$ cat config.mk
export PLATFORM = sky130hd
export DESIGN_NAME = strobe_period_meter_flat
export DESIGN_NICKNAME = d
export VERILOG_FILES = /design/src/rtl/strobe_period_meter_if.sv /design/src/rtl/strobe_period_meter.sv /design/src/flat_wrapper.sv
export SDC_FILE = /design/constraint.sdc
export NUM_CORES = 1
export LEC_CHECK = 0
export ABC_AREA = 1
export CAP_MARGIN = 5
export CORE_UTILIZATION = 55
export DETAILED_ROUTE_END_ITERATION = 8
export GPL_TIMING_DRIVEN = 0
export PLACE_DENSITY_LB_ADDON = 0.3
export SLEW_MARGIN = 25
export SYNTH_ARGS = -nofsm -noshare
export SYNTH_HDL_FRONTEND = slang
export SYNTH_SLANG_ARGS = --single-unit
export TNS_END_PERCENT = 100
$ cat constraint.sdc
create_clock -name clk -period 2.3 [get_ports clk]
set_input_delay 0.46 -clock clk [delete_from_list [all_inputs] [get_ports clk]]
set_output_delay 0.46 -clock clk [all_outputs]
set_load 0.01 [all_outputs]
$ cat src/rtl/strobe_period_meter_if.sv
// Result bus of strobe_period_meter: measured count with valid/ready handshake.
// The master side (the meter) drives count, count_valid and overflow; the
// slave side (the consumer) drives out_ready.
interface strobe_period_meter_if #(
  parameter int WIDTH = 8
);
  logic [WIDTH-1:0] count;
  logic             count_valid;
  logic             overflow;
  logic             out_ready;

  modport master (
    output count,
    output count_valid,
    output overflow,
    input  out_ready
  );

  modport slave (
    input  count,
    input  count_valid,
    input  overflow,
    output out_ready
  );
endinterface

$ cat src/rtl/strobe_period_meter.sv
// strobe_period_meter: counts enable ticks between consecutive strobe_in
// pulses and presents each period on a valid/ready result bus.
// The optional min/max tracker is built when STROBE_PERIOD_METER_MINMAX_EN
// is defined; without it the min_count/max_count ports do not exist.
//
// state      | meaning
// -----------+-----------------------------------------------------------
// ST_IDLE    | after reset, waiting for the first strobe; ticks ignored
// ST_MEASURE | counting ticks; each strobe closes one period
module strobe_period_meter #(
  parameter int WIDTH = 8
) (
  input  logic                        clk,
  input  logic                        rst,
  input  logic                        enable,
  input  logic                        strobe_in,
  strobe_period_meter_if.master       res,
  output logic                        overrun,
  output logic                        locked
`ifdef STROBE_PERIOD_METER_MINMAX_EN
  ,
  output logic [WIDTH-1:0]            min_count,
  output logic [WIDTH-1:0]            max_count
`endif
);

  typedef enum logic {
    ST_IDLE,
    ST_MEASURE
  } state_e;

  localparam logic [WIDTH-1:0] TICK_MAX = '1;

  state_e           state_q, state_d;
  logic [WIDTH-1:0] ticks_q, ticks_d;
  logic [WIDTH-1:0] count_q, count_d;
  logic             valid_q, valid_d;
  logic             ovf_q, ovf_d;
  logic             overrun_q, overrun_d;

  logic             new_res;
  logic [WIDTH-1:0] res_val;
  logic [WIDTH-1:0] ticks_inc;

  // State and result registers; reset discards any partial or held result.
  always_ff @(posedge clk) begin
    if (rst) begin
      state_q   <= ST_IDLE;
      ticks_q   <= '0;
      count_q   <= '0;
      valid_q   <= 1'b0;
      ovf_q     <= 1'b0;
      overrun_q <= 1'b0;
    end else begin
      state_q   <= state_d;
      ticks_q   <= ticks_d;
      count_q   <= count_d;
      valid_q   <= valid_d;
      ovf_q     <= ovf_d;
      overrun_q <= overrun_d;
    end
  end

  // Next state and tick counter; a strobe in MEASURE closes the period,
  // counting a coincident enable, and restarts the counter from zero.
  always_comb begin
    state_d   = state_q;
    ticks_d   = ticks_q;
    new_res   = 1'b0;
    res_val   = '0;
    ticks_inc = (enable && (ticks_q != TICK_MAX)) ? ticks_q + WIDTH'(1) : ticks_q;
    case (state_q)
      ST_IDLE: begin
        if (strobe_in) begin
          state_d = ST_MEASURE;
          ticks_d = '0;
        end
      end
      ST_MEASURE: begin
        if (strobe_in) begin
          new_res = 1'b1;
          res_val = ticks_inc;
          ticks_d = '0;
        end else begin
          ticks_d = ticks_inc;
        end
      end
      default: begin
        state_d = ST_IDLE;
        ticks_d = '0;
      end
    endcase
  end

  // Result holding register: a new result loads if the slot is empty or
  // being accepted this cycle, otherwise it is dropped with an overrun pulse.
  always_comb begin
    count_d   = count_q;
    valid_d   = valid_q;
    ovf_d     = ovf_q;
    overrun_d = 1'b0;
    if (new_res) begin
      if (!valid_q || res.out_ready) begin
        count_d = res_val;
        valid_d = 1'b1;
        ovf_d   = (res_val == TICK_MAX);
      end else begin
        overrun_d = 1'b1;
      end
    end else if (valid_q && res.out_ready) begin
      valid_d = 1'b0;
    end
  end

`ifdef STROBE_PERIOD_METER_MINMAX_EN
  logic [WIDTH-1:0] min_q, min_d;
  logic [WIDTH-1:0] max_q, max_d;

  // Extremes registers; dropped results still count toward min/max.
  always_ff @(posedge clk) begin
    if (rst) begin
      min_q <= '1;
      max_q <= '0;
    end else begin
      min_q <= min_d;
      max_q <= max_d;
    end
  end

  // Extremes update in the cycle a result is produced.
  always_comb begin
    min_d = min_q;
    max_d = max_q;
    if (new_res) begin
      if (res_val < min_q) min_d = res_val;
      if (res_val > max_q) max_d = res_val;
    end
  end

  assign min_count = min_q;
  assign max_count = max_q;
`endif

  assign res.count       = count_q;
  assign res.count_valid = valid_q;
  assign res.overflow    = ovf_q;
  assign overrun         = overrun_q;
  assign locked          = (state_q == ST_MEASURE);

endmodule

$ cat src/flat_wrapper.sv
// flat-port wrapper written by rule: the top's interface ports become plain ports
module strobe_period_meter_flat 
#(
  parameter int WIDTH = 8
)
  (clk, rst, enable, strobe_in, overrun, locked, res_count, res_count_valid, res_overflow, res_out_ready);
  strobe_period_meter_if #(.WIDTH(WIDTH)) res_i ();
  input  logic clk;
  input  logic rst;
  input  logic enable;
  input  logic strobe_in;
  output logic overrun;
  output logic locked;
  output wire logic [$bits(res_i.count)-1:0] res_count;
  output wire logic [$bits(res_i.count_valid)-1:0] res_count_valid;
  output wire logic [$bits(res_i.overflow)-1:0] res_overflow;
  input wire logic [$bits(res_i.out_ready)-1:0] res_out_ready;
  assign res_count = res_i.count;
  assign res_count_valid = res_i.count_valid;
  assign res_overflow = res_i.overflow;
  assign res_i.out_ready = res_out_ready;
  strobe_period_meter #(.WIDTH(WIDTH)) u_core (.clk(clk), .rst(rst), .enable(enable), .strobe_in(strobe_in), .res(res_i), .overrun(overrun), .locked(locked));
endmodule
Yosys cells after proc, flatten, opt, wreduce, memory -nomap -nowiden
Index checks and enable logic that the tools add are counted.

Memories kept: 0. Bits in latches: 0. Memory bits (writable): 0. Output and inout bits: 12. Bits in registers: 20. Bits in read-only memories: 0. Logic and storage cells: 34. Input port bits: 5.

Div/mod/pow operators: 0. Magnitude comparators: 0. Add/sub/neg operators: 1. Reduce and logical (&&, ||, !) cells: 8. Shifts and indexed selects: 0. Bitwise gates (word level): 2. Mux-type cells: 13. $mul: 0. Equal/unequal tests: 4.

Operator list (count): 8-bit two-way mux (5); 8-bit one-hot mux with 2 select lines (1); 8-bit by 1-bit adder with 8-bit output, second input constant (1); 8-bit equality test, second input constant (1); 8-bit != test, second input constant (1); 1-bit two-way mux (7); 2-bit != test, second input constant (2); 2-bit AND reduction (2); 1-bit logical AND (2); 1-bit inverter (2); 2-bit nonzero test (1); 2-bit OR reduction (1); 1-bit logical NOT (1); 1-bit logical OR (1).

Logic depth before layout (Yosys ltp)
Gate-level depths: netlist (run 1).

Word-level depth: 6. Gate-level depth with buffers: 12. Gate-level depth less buffers: 12.

Least setup slack after synthesis (run 1)
OpenSTA, ideal clock, no wires.

Path kind: register -> register. Start: register u_core.ticks_q[0]. End: register u_core.ovf_q, in the netlist u_core.res.overflow. Library setup time: 0.067 ns. Arrival time: 1.439 ns. Clock period less this slack: 1.506 ns. Required time: 2.233 ns. Stages on the path, launching flop included: 12. Path buffers: 0. Path slack: 0.794 ns. Cell sequence: dfxtp_1 ha_1 nand2_1 nor2_1 nand2_4 nand2_4 inv_2 a21oi_4 nand2_1 nor2_1 nand2_1 a21oi_2.

Word-level cells in the longest chain between the ends: 6. Elaborated cells between the ends (all ways): 7. Those cells by class: add/sub: 1; eq/ne: 2; mux: 3; reduce/logical: 1.

Ends and longest elaborated chain: from (decl) (RTL line strobe_period_meter.sv:35) `logic [WIDTH-1:0] ticks_q, ticks_d;`; from (signal assigned) (RTL line strobe_period_meter.sv:56) `ticks_q <= ticks_d;`; parallel branches: the longest is 2 deep, another holds 8-bit by 1-bit adder with 8-bit output; 8-bit two-way mux (*) (RTL line strobe_period_meter.sv:71) `ticks_inc = (enable && (ticks_q != TICK_MAX)) ? ticks_q + WIDTH'(1) : ticks_q;`; 8-bit two-way mux (*) (RTL line strobe_period_meter.sv:80) `if (strobe_in) begin`; 8-bit two-way mux (*) (RTL line strobe_period_meter.sv:72) `case (state_q)`; 8-bit equality test (*) (RTL line strobe_period_meter.sv:106) `ovf_d = (res_val == TICK_MAX);`; to (signal assigned) (RTL line strobe_period_meter.sv:59) `ovf_q <= ovf_d;`; to (decl) (RTL line strobe_period_meter.sv:38) `logic ovf_q, ovf_d;`.

Every way passes the cells marked *. A chain may end at the register's enable or synchronous reset.

Worst setup path in the final report (run 1)
Start: input port enable. End: register u_core.ovf_q, in the netlist u_core.res.overflow.

Word-level cells in the longest chain between the ends: 5.

Ends and longest elaborated chain: from (decl) (RTL line flat_wrapper.sv:10) `input logic enable;`; 1-bit logical AND (RTL line strobe_period_meter.sv:71); 8-bit two-way mux (RTL line strobe_period_meter.sv:71); 8-bit two-way mux (RTL line strobe_period_meter.sv:80); 8-bit two-way mux (RTL line strobe_period_meter.sv:72); 8-bit equality test (RTL line strobe_period_meter.sv:106).

Every way passes these cells.

==> results of run 1 <==
flip-flops by register name (all words and copies together), names as in the netlist:
signal,cells
u_core.res.count_valid,1
u_core.locked,1
u_core.res.overflow,1
u_core.overrun,1
u_core.res.count,8
u_core.ticks_q,8
metal layers:
layer | vias up | global-route usage (%) | routed length, um
li1 | 510 | - | -
met1 | 464 | 28.50 | 902
met2 | 47 | 35.29 | 1047
met3 | 7 | 4.490 | 131
met4 | 0 | 12.12 | 58
met5 | - | 0 | 0
cell type report:
class	instances	area share (%)
buffer	3	0.9240
clock buffer	4	2.977
inverter	19	5.852
multi-input combinational	107	42.51
sequential	20	32.85
tap	25	2.567
timing repair buffer	15	12.32
placed cells by master (no fill, tap or decap), types with 2 or more instances in the layout:
cell type / count
clkbuf_4: 3
a21oi_1: 14
nand2_4: 2
clkdlybuf4s50_1: 15
clkbuf_1: 3
o21ai_0: 6
nor3_1: 3
nand2_1: 41
nor2_2: 2
inv_1: 18
nand3_1: 13
nor2_1: 17
dfxtp_1: 20
synthesized netlist by cell type (all sizes together):
library cell and n:
nand2 44, nand3b 1, clkbuf 3, o21ai 6, nor2 20, nand4 1
ha 1, inv 19, nor3 3, dfxtp 20, o211ai 1, a21oi 16
nand3 13, xor2 1
worst max path at each step:
| stage | startpoint | endpoint | slack (ns) | cells past startpoint |
|---|---|---|---|---|
| detailed placement | enable | u_core.res.overflow | 0.15 | 11 |
| global route | enable | u_core.res.overflow | 0.28 | 11 |
| floorplan | u_core.ticks_q[0] | u_core.res.overflow | 0.79 | 11 |
| global placement | enable | u_core.res.overflow | 0.16 | 11 |
| CTS | enable | u_core.res.overflow | 0.46 | 11 |
| finish | enable | u_core.res.overflow | 0.44 | 11 |
where the power goes:
| part | total [mW] | switching (mW) | internal, mW |
|---|---|---|---|
| Clock | 0.210 | 0.113 | 0.0968 |
| Combinational | 0.0801 | 0.0451 | 0.0350 |
| Sequential | 0.365 | 0.00694 | 0.358 |
| Total | 0.654 | 0.165 | 0.489 |
metrics by stage:
stage | util, % | hold WS (ns) | std cells
after global routing | 71.36 | 0.5023 | 193
after global placement | 69.23 | 0.4541 | 189
after CTS | 71.36 | 0.4713 | 193
final | 71.36 | 0.4791 | 193
after detailed placement | 69.23 | 0.4673 | 189
after floorplan | - | 0.4584 | 149
cell families (layout without fill, tap and decap cells):
family                     Yosys count  after routing  synth area share [%]
AOI/OAI and AO/OA                   23             23                 13.25
xor gates and xnor gates             1              1                0.8752
and+or+nand+nor                     82             82                 36.38
DFF                                 20             20                 40.00
buffers and inverters               22             41                 8.249
adders and majority gates            1              1                 1.250
==> results.yml, run 1 <==
run_status:
  status: "complete, no violations"
cells_and_area:
  stdcell_area_um2: 1219
  nets: 175
  antenna_cells: 0
  regArea_um2: 400.4
  syn2layout_area_growth_pct: 21.75
  n_fill_cell: 139
  layout-drive-gt1-share_pct: 7.738
  multi_input_area_um2: 518.0
setup_path:
  rrSetupSlack_ns: 0.49
  max_stage_delay_ns: 0.62
  path_class: "input port to flip-flop"
  arrival_ns: 2.10
  reg2reg_depth: 11
  cpMostUsedCell: "nand2_1"
  crit_chain: "clkdlybuf4s50_1 -> inv_1 -> nor2_2 -> nand2_1 -> nand2_1 -> nand2_1 -> nor2_1 -> nand3_1 -> nor2_1 -> nand2_1 -> a21oi_2"
  reg2reg_from: "u_core.ticks_q[1]"
  critPathSlowestCell: "clkdlybuf4s50_1"
  crit_path_max_fanout: 6
  cp-start-kind: "input port"
  cp_num_buf_inv: 2
  worstPathRequired_ns: 2.55
  cp_top_family: "simple AND/OR/NAND/NOR gates"
  timing.rr.end: "u_core.res.overflow"
  critPathCaptureType: "flip-flop"
hold_path:
  hold_end: "u_core.ticks_q[1]"
  hp-class: "input port to flip-flop"
  hp-start: "rst"
  hold-path-cell-count: 2
synthesis:
  ys_ff_latch: 20
  syn_area_um2: 1001
  synth_area_leaders: "dfxtp_1 (40%), nand2_1 (15%), a21oi_1 (7.0%)"
  ys_types: 21
  yosys.area.top_type_share_pct: 40.00
  yosysTopAreaCell: "dfxtp_1"
  synth_nets: 155
  avgSynthCellArea_um2: 6.718
  yosysWarnings: 0
  synth-seq-area-share_pct: 40.00
  synthesis.instances: 149
clock_tree:
  clk_pin_slew_ns: 0.12
  clock-sinks: 20
  htree_num_levels: 1
  cts_resized: 0
  cts_made_buffers: 3
  clock_latency_ns: 0.31
  cts_hold_buf: 0
  cts_buffer_depth: 2
  root_buffer: "clkbuf_4"
  cts_setup_buffers: 0
  cts_tree: "built"
place:
  routabilityCongestion: 0.9229
  hpwl_um: 1632
  place_area_um2: 1182
  post-place-ws_ns: 0.1524
  port_buffers: 15
sta:
  fin_ws_ns: 0.4445
  fin_setup_tns_ns: 0
  fmax_mhz: 538.9
  worst_pin_slew_ns: 0.6630
  fin_crit_sh_pct: 80.67
  slew_viol_final: 0
  maxSlewHeadroom_pct: 55.64
  hold_viol: 0
  rsz0062_at_grt: "false"
  setup_viol: 0
  period_needed_ns: 1.856
  skew_ns: 0.005497
floorplanning:
  design.die.area_um2: 1995
  num_rows: 15
  io_pins: 17
  core_um2: 1708
  die_x_um: 44.66
  die_h_um: 44.66
  initial_core_util_pct: 58.61
route:
  via_count: 1028
  wl_um: 2139
  drc: 0
  routed_via_density: 5.326
  ant_nets: 0
  drt_iter0_drc: 32
  post_drt_wl_per_cell_um: 11.08
  drtPass1Iterations: 4
power_and_ir_drop:
  leakage_nw: 0.4814
  p_total_uw: 654.5
  powerDensity_nw_per_um2: 537.0
  peakVddDrop_uv: 464.3
global_route:
  overflow: 0
  grt_pass1_wl_um: 3236
  grt_max_degree: 12
  antenna_found_initial: 0
  grtUsageTotal_pct: 22.36
  grt_pass1_vias: 786
flow_run:
  maxCapViolCount: 0
Note: power is estimated with default switching activity, not from simulation.
==> run 2, diff against run 1 <==
--- a/config.mk
+++ b/config.mk
@@ -7,7 +7,7 @@
 export LEC_CHECK = 0
 export ABC_AREA = 1
 export CAP_MARGIN = 5
-export CORE_UTILIZATION = 55
+export CORE_UTILIZATION = 51
 export DETAILED_ROUTE_END_ITERATION = 8
 export GPL_TIMING_DRIVEN = 0
 export PLACE_DENSITY_LB_ADDON = 0.3
==> constraint.sdc (replaced) <==
create_clock -name clk -period 1.9 [get_ports clk]
set_input_delay 0.38 -clock clk [delete_from_list [all_inputs] [get_ports clk]]
set_output_delay 0.38 -clock clk [all_outputs]
set_load 0.01 [all_outputs]
==> run 2 against run 1 <==
Compared with the run above: sequential power is 21% higher; critical endpoint unchanged; routed wire length increased by 3.4%; largest cell class unchanged; largest power group unchanged; hold slack worse by 0.067 ns; cell area is 0.31% higher; utilization is 2.8 points lower; combinational power up 19%; non-clock buffer count unchanged; critical path type is now flip-flop to flip-flop; power up 20%; first-iteration DRC count is 31% lower; critical path depth unchanged; cell count unchanged; worst setup slack worse by 0.33 ns.
==> results.yml, run 2 (synthesis gave the netlist of run 1 again) <==
run_status:
  status: "complete, no violations"
floorplanning:
  io_pins: 17
  core_um2: 1783
  design.die.area_um2: 2144
  die_x_um: 46.30
  num_rows: 15
  initial_core_util_pct: 56.14
  die_h_um: 46.30
route:
  ant_nets: 0
  wl_um: 2212
  drc: 0
  routed_via_density: 5.155
  via_count: 995
  post_drt_wl_per_cell_um: 11.46
  drt_iter0_drc: 22
  drtPass1Iterations: 4
sta:
  setup_viol: 0
  maxSlewHeadroom_pct: 58.63
  fin_crit_sh_pct: 93.99
  hold_viol: 0
  fin_setup_tns_ns: 0
  skew_ns: 0.007832
  worst_pin_slew_ns: 0.6182
  slew_viol_final: 0
  rsz0062_at_grt: "false"
  fmax_mhz: 560.0
  period_needed_ns: 1.786
power_and_ir_drop:
  leakage_nw: 0.4910
  powerDensity_nw_per_um2: 642.2
  p_total_uw: 785.0
  peakVddDrop_uv: 413.3
cells_and_area:
  antenna_cells: 0
  multi_input_area_um2: 518.0
  final_common_cell: "nand2_1"
  nets: 175
  final_cell_mix: "nand2_1 (41), dfxtp_1 (19), inv_1 (18)"
  regArea_um2: 401.6
  syn2layout_area_growth_pct: 22.12
  n_fill_cell: 158
  layout-drive-gt1-share_pct: 8.333
  fin_cells: 193
setup_path:
  worstPathRequired_ns: 2.15
  path_class: "flip-flop to flip-flop"
  arrival_ns: 2.03
  crit_chain: "ha_1 -> nand2_1 -> nor2_1 -> nand2_4 -> nand2_4 -> inv_2 -> a21oi_4 -> nand2_1 -> nor2_1 -> nand2_1 -> a21oi_2"
  crit_path_max_fanout: 10
  critPathCaptureType: "flip-flop"
  cp_num_buf_inv: 1
  max_stage_delay_ns: 0.43
  reg2reg_depth: 11
  critPathSlowestCell: "dfxtp_1"
  cpMostUsedCell: "nand2_1"
  cp_top_family: "simple AND/OR/NAND/NOR gates"
  cp-start-kind: "flip-flop"
  path_depth: 11
global_route:
  grtUsageTotal_pct: 23.57
  grt_pass1_wl_um: 3546
  grt_pass1_vias: 860
  antenna_found_initial: 0
  grt_max_degree: 12
  overflow: 0
hold_path:
  hold-path-cell-count: 2
  hp-class: "input port to flip-flop"
flow_run:
  maxCapViolCount: 0
clock_tree:
  clock-sinks: 20
  clk_pin_slew_ns: 0.11
  clock_latency_ns: 0.30
  cts_buffer_depth: 2
  cts_tree: "built"
  root_buffer: "clkbuf_4"
  cts_made_buffers: 3
  cts_setup_buffers: 0
  htree_num_levels: 1
place:
  port_buffers: 15
  hpwl_um: 1610
  placed_cells: 189
  routabilityCongestion: 0.8609
-- run 2: changes by cell type in the layout (fill, tap and decap cells not counted) --
cell and delta:
clkdlybuf4s50_1 -1, dfxtp_1 -1, dlymetal6s2s_1 +1, dfxtp_2 +1
-- run 2: timing repair --
item	4_1_cts	5_1_grt
hold buffers	0	0
endpoints found under the setup margin	0	1
gates resized for setup	0	2
-- run 2: worst paths after layout --
check                              to  slack, ns                start
setup / recovery  u_core.res.overflow       0.11    u_core.ticks_q[1]
hold / removal      u_core.ticks_q[0]       0.41                  rst
hold reg to reg   u_core.res.count[1]       0.49  u_core.res.count[1]
setup reg to reg  u_core.res.overflow       0.11    u_core.ticks_q[1]
-- run 2: area by class of cell --
class,count,share of cell area (%)
Buffer,3,0.9212
Multi-Input combinational cell,107,42.37
Clock buffer,4,2.968
Sequential cell,20,32.86
Timing Repair Buffer,15,12.49
Tap cell,25,2.559
Inverter,19,5.834
-- run 2: report_power, final --
part	internal [mW]	leakage [nW]	switching, mW	total, mW
clock network	0.117	0.0210	0.131	0.248
registers	0.433	0.163	0.00887	0.442
logic	0.0420	0.307	0.0534	0.0954
-- run 2: per-layer routing --
metal,track usage (%),routed length [um]
met2,40.28,1037
met4,12.94,72
met3,5.882,108
met1,26.25,993
met5,0,0
-- run 2: metrics by stage --
| step | hold WS [ns] | utilization, % | instance area [um^2] | setup slack, ns |
|---|---|---|---|---|
| global route | 0.4389 | 68.56 | 1222 | 0.01117 |
| floorplan | 0.4584 | - | 1001 | 0.3941 |
| CTS | 0.4133 | 68.35 | 1219 | 0.04622 |
| global placement | 0.4546 | 66.32 | 1182 | -0.1482 |
| finish | 0.4121 | 68.56 | 1222 | 0.1142 |
| detailed placement | 0.4595 | 66.32 | 1182 | -0.2195 |
-- run 2: worst reg2reg max path, delay by kind of cell (launching register included) --
family,cells,cell delay [ns]
buffers and inverters,1,0.05
DFF,1,0.43
AOI/OAI and AO/OA,2,0.29
adders and majority gates,1,0.21
and+or+nand+nor,7,0.76
==> run 3, diff against run 2 <==
--- a/config.mk
+++ b/config.mk
@@ -7,6 +7,7 @@
 export LEC_CHECK = 0
 export ABC_AREA = 1
 export CAP_MARGIN = 5
+export CORE_ASPECT_RATIO = 1.1
 export CORE_UTILIZATION = 51
 export DETAILED_ROUTE_END_ITERATION = 8
 export GPL_TIMING_DRIVEN = 0
@@ -15,4 +16,3 @@
 export SYNTH_ARGS = -nofsm -noshare
 export SYNTH_HDL_FRONTEND = slang
 export SYNTH_SLANG_ARGS = --single-unit
-export TNS_END_PERCENT = 100
==> run 3 against run 2 <==
Compared with the run above: the run now ends with design-rule violations left; sequential share of layout area shrank 0.27 points; clock power grew 2%; routed wire length decreased by 2.5%; combinational power grew 2%; worst setup slack better by 0.060 ns; largest cell class unchanged; highest routed layer unchanged.
==> results.yml, run 3 (synthesis gave the netlist of run 1 again) <==
sta:
  fin_ws_ns: 0.1743
  slew_viol_final: 0
  setup_viol: 0
  worst_pin_slew_ns: 0.6826
  hold_viol: 0
  maxSlewHeadroom_pct: 54.33
  fin_crit_sh_pct: 90.83
  rsz0062_at_grt: "false"
  period_needed_ns: 1.726
  fmax_mhz: 579.5
  skew_ns: 0.005125
route:
  drtPass1Iterations: 8
  routed_via_density: 5.056
  drc: 1
  wl_um: 2156
  ant_nets: 0
  post_drt_wl_per_cell_um: 11.06
  via_count: 986
  drt_iter0_drc: 16
setup_path:
  reg2reg_depth: 11
  critPathCaptureType: "flip-flop"
  timing.rr.end: "u_core.res.overflow"
  rrSetupSlack_ns: 0.17
  arrival_ns: 1.97
  path_class: "flip-flop to flip-flop"
  crit_path_max_fanout: 10
  reg2reg_from: "u_core.ticks_q[1]"
  cp-start-kind: "flip-flop"
  worstPathRequired_ns: 2.15
clock_tree:
  root_buffer: "clkbuf_4"
  cts_setup_buffers: 0
  cts_resized: 0
  htree_num_levels: 1
  cts_hold_buf: 0
  cts_made_buffers: 3
  clock-sinks: 20
  clk_pin_slew_ns: 0.11
  cts_buffer_depth: 2
  clock_latency_ns: 0.31
  cts_tree: "built"
cells_and_area:
  stdcell_area_um2: 1232
  multi_input_area_um2: 525.5
  final_cell_mix: "nand2_1 (41), dfxtp_1 (19), inv_1 (18)"
  n_fill_cell: 153
  layout-drive-gt1-share_pct: 8.929
  regArea_um2: 401.6
  syn2layout_area_growth_pct: 23.12
  antenna_cells: 0
  final_common_cell: "nand2_1"
  nets: 175
place:
  routabilityCongestion: 0.8161
  place_area_um2: 1185
  port_buffers: 15
  post-place-ws_ns: -0.2065
  hpwl_um: 1648
floorplanning:
  initial_core_util_pct: 54.95
  die_x_um: 44.24
  io_pins: 17
  num_rows: 16
  design.die.area_um2: 2144
  core_um2: 1822
  die_h_um: 48.47
flow_run:
  maxCapViolCount: 0
global_route:
  grt_max_degree: 12
  grt_pass1_vias: 899
  overflow: 0
  antenna_found_initial: 0
  grt_pass1_wl_um: 3615
  grtUsageTotal_pct: 21.81
hold_path:
  hp-start: "rst"
  hold_end: "u_core.ticks_q[0]"
  hold-path-cell-count: 2
  hp-class: "input port to flip-flop"
power_and_ir_drop:
  powerDensity_nw_per_um2: 642.2
  leakage_nw: 0.4915
  peakVddDrop_uv: 492.7
  p_total_uw: 791.5
run_status:
  violations: "design-rule violations"
  status: "finished, violations left"
-- run 3: cell counts in the layout (fill, tap and decap cells not counted) --
Identical to the previous run, type by type.
-- run 3: worst max-delay path by stage --
| stage | start | to | slack, ns | cells after the start |
|---|---|---|---|---|
| floorplan | u_core.ticks_q[0] | u_core.res.overflow | 0.39 | 11 |
| global placement | enable | u_core.res.overflow | -0.15 | 11 |
| detailed placement | enable | u_core.res.overflow | -0.21 | 11 |
| CTS | enable | u_core.res.overflow | 0.12 | 11 |
| global route | u_core.ticks_q[1] | u_core.res.overflow | 0.05 | 11 |
| finish | u_core.ticks_q[1] | u_core.res.overflow | 0.17 | 11 |
-- run 3: stage by stage --
stage | hold slack, ns | util [%] | TNS [ns] | std cells
floorplan | 0.4584 | - | 0 | 149
global placement | 0.4583 | 65.04 | -0.1495 | 191
detailed placement | 0.4667 | 65.04 | -0.2413 | 191
CTS | 0.3865 | 67.03 | 0 | 195
global route | 0.4286 | 67.65 | 0 | 195
finish | 0.3944 | 67.65 | 0 | 195
-- run 3: worst max-delay path: stages (launching register included) --
cell and delay [ns]:
dfxtp_1 0.41, ha_1 0.20, nand2_1 0.09, nor2_1 0.18
nand2_4 0.13, nand2_4 0.10, inv_2 0.05, a21oi_4 0.16
nand2_1 0.07, nor2_1 0.09, nand2_1 0.07, a21oi_2 0.11
-- run 3: cell type report --
class | count | area share [%]
plain buffers | 3 | 0.9137
repair buffers | 15 | 12.39
inverters | 19 | 5.787
clock buffers | 4 | 2.944
well taps | 27 | 2.741
multi-input cells | 107 | 42.64
flip-flops and latches | 20 | 32.59
-- run 3: where the power goes --
| group | internal [mW] | total (mW) | switching (mW) |
|---|---|---|---|
| combinational | 0.0425 | 0.0969 | 0.0545 |
| sequential | 0.433 | 0.442 | 0.00890 |
| clock | 0.117 | 0.253 | 0.135 |
-- run 3: metal layers --
| layer | track usage (%) | part of all wire (%) | routed length (um) | up-vias |
|---|---|---|---|---|
| met5 | 0 | 0 | 0 | - |
| met4 | 6.061 | 1.8 | 38 | 0 |
| met3 | 4.478 | 3.8 | 83 | 7 |
| met2 | 37.99 | 48 | 1041 | 22 |
| met1 | 26.35 | 46 | 992 | 442 |
| li1 | - | - | - | 515 |
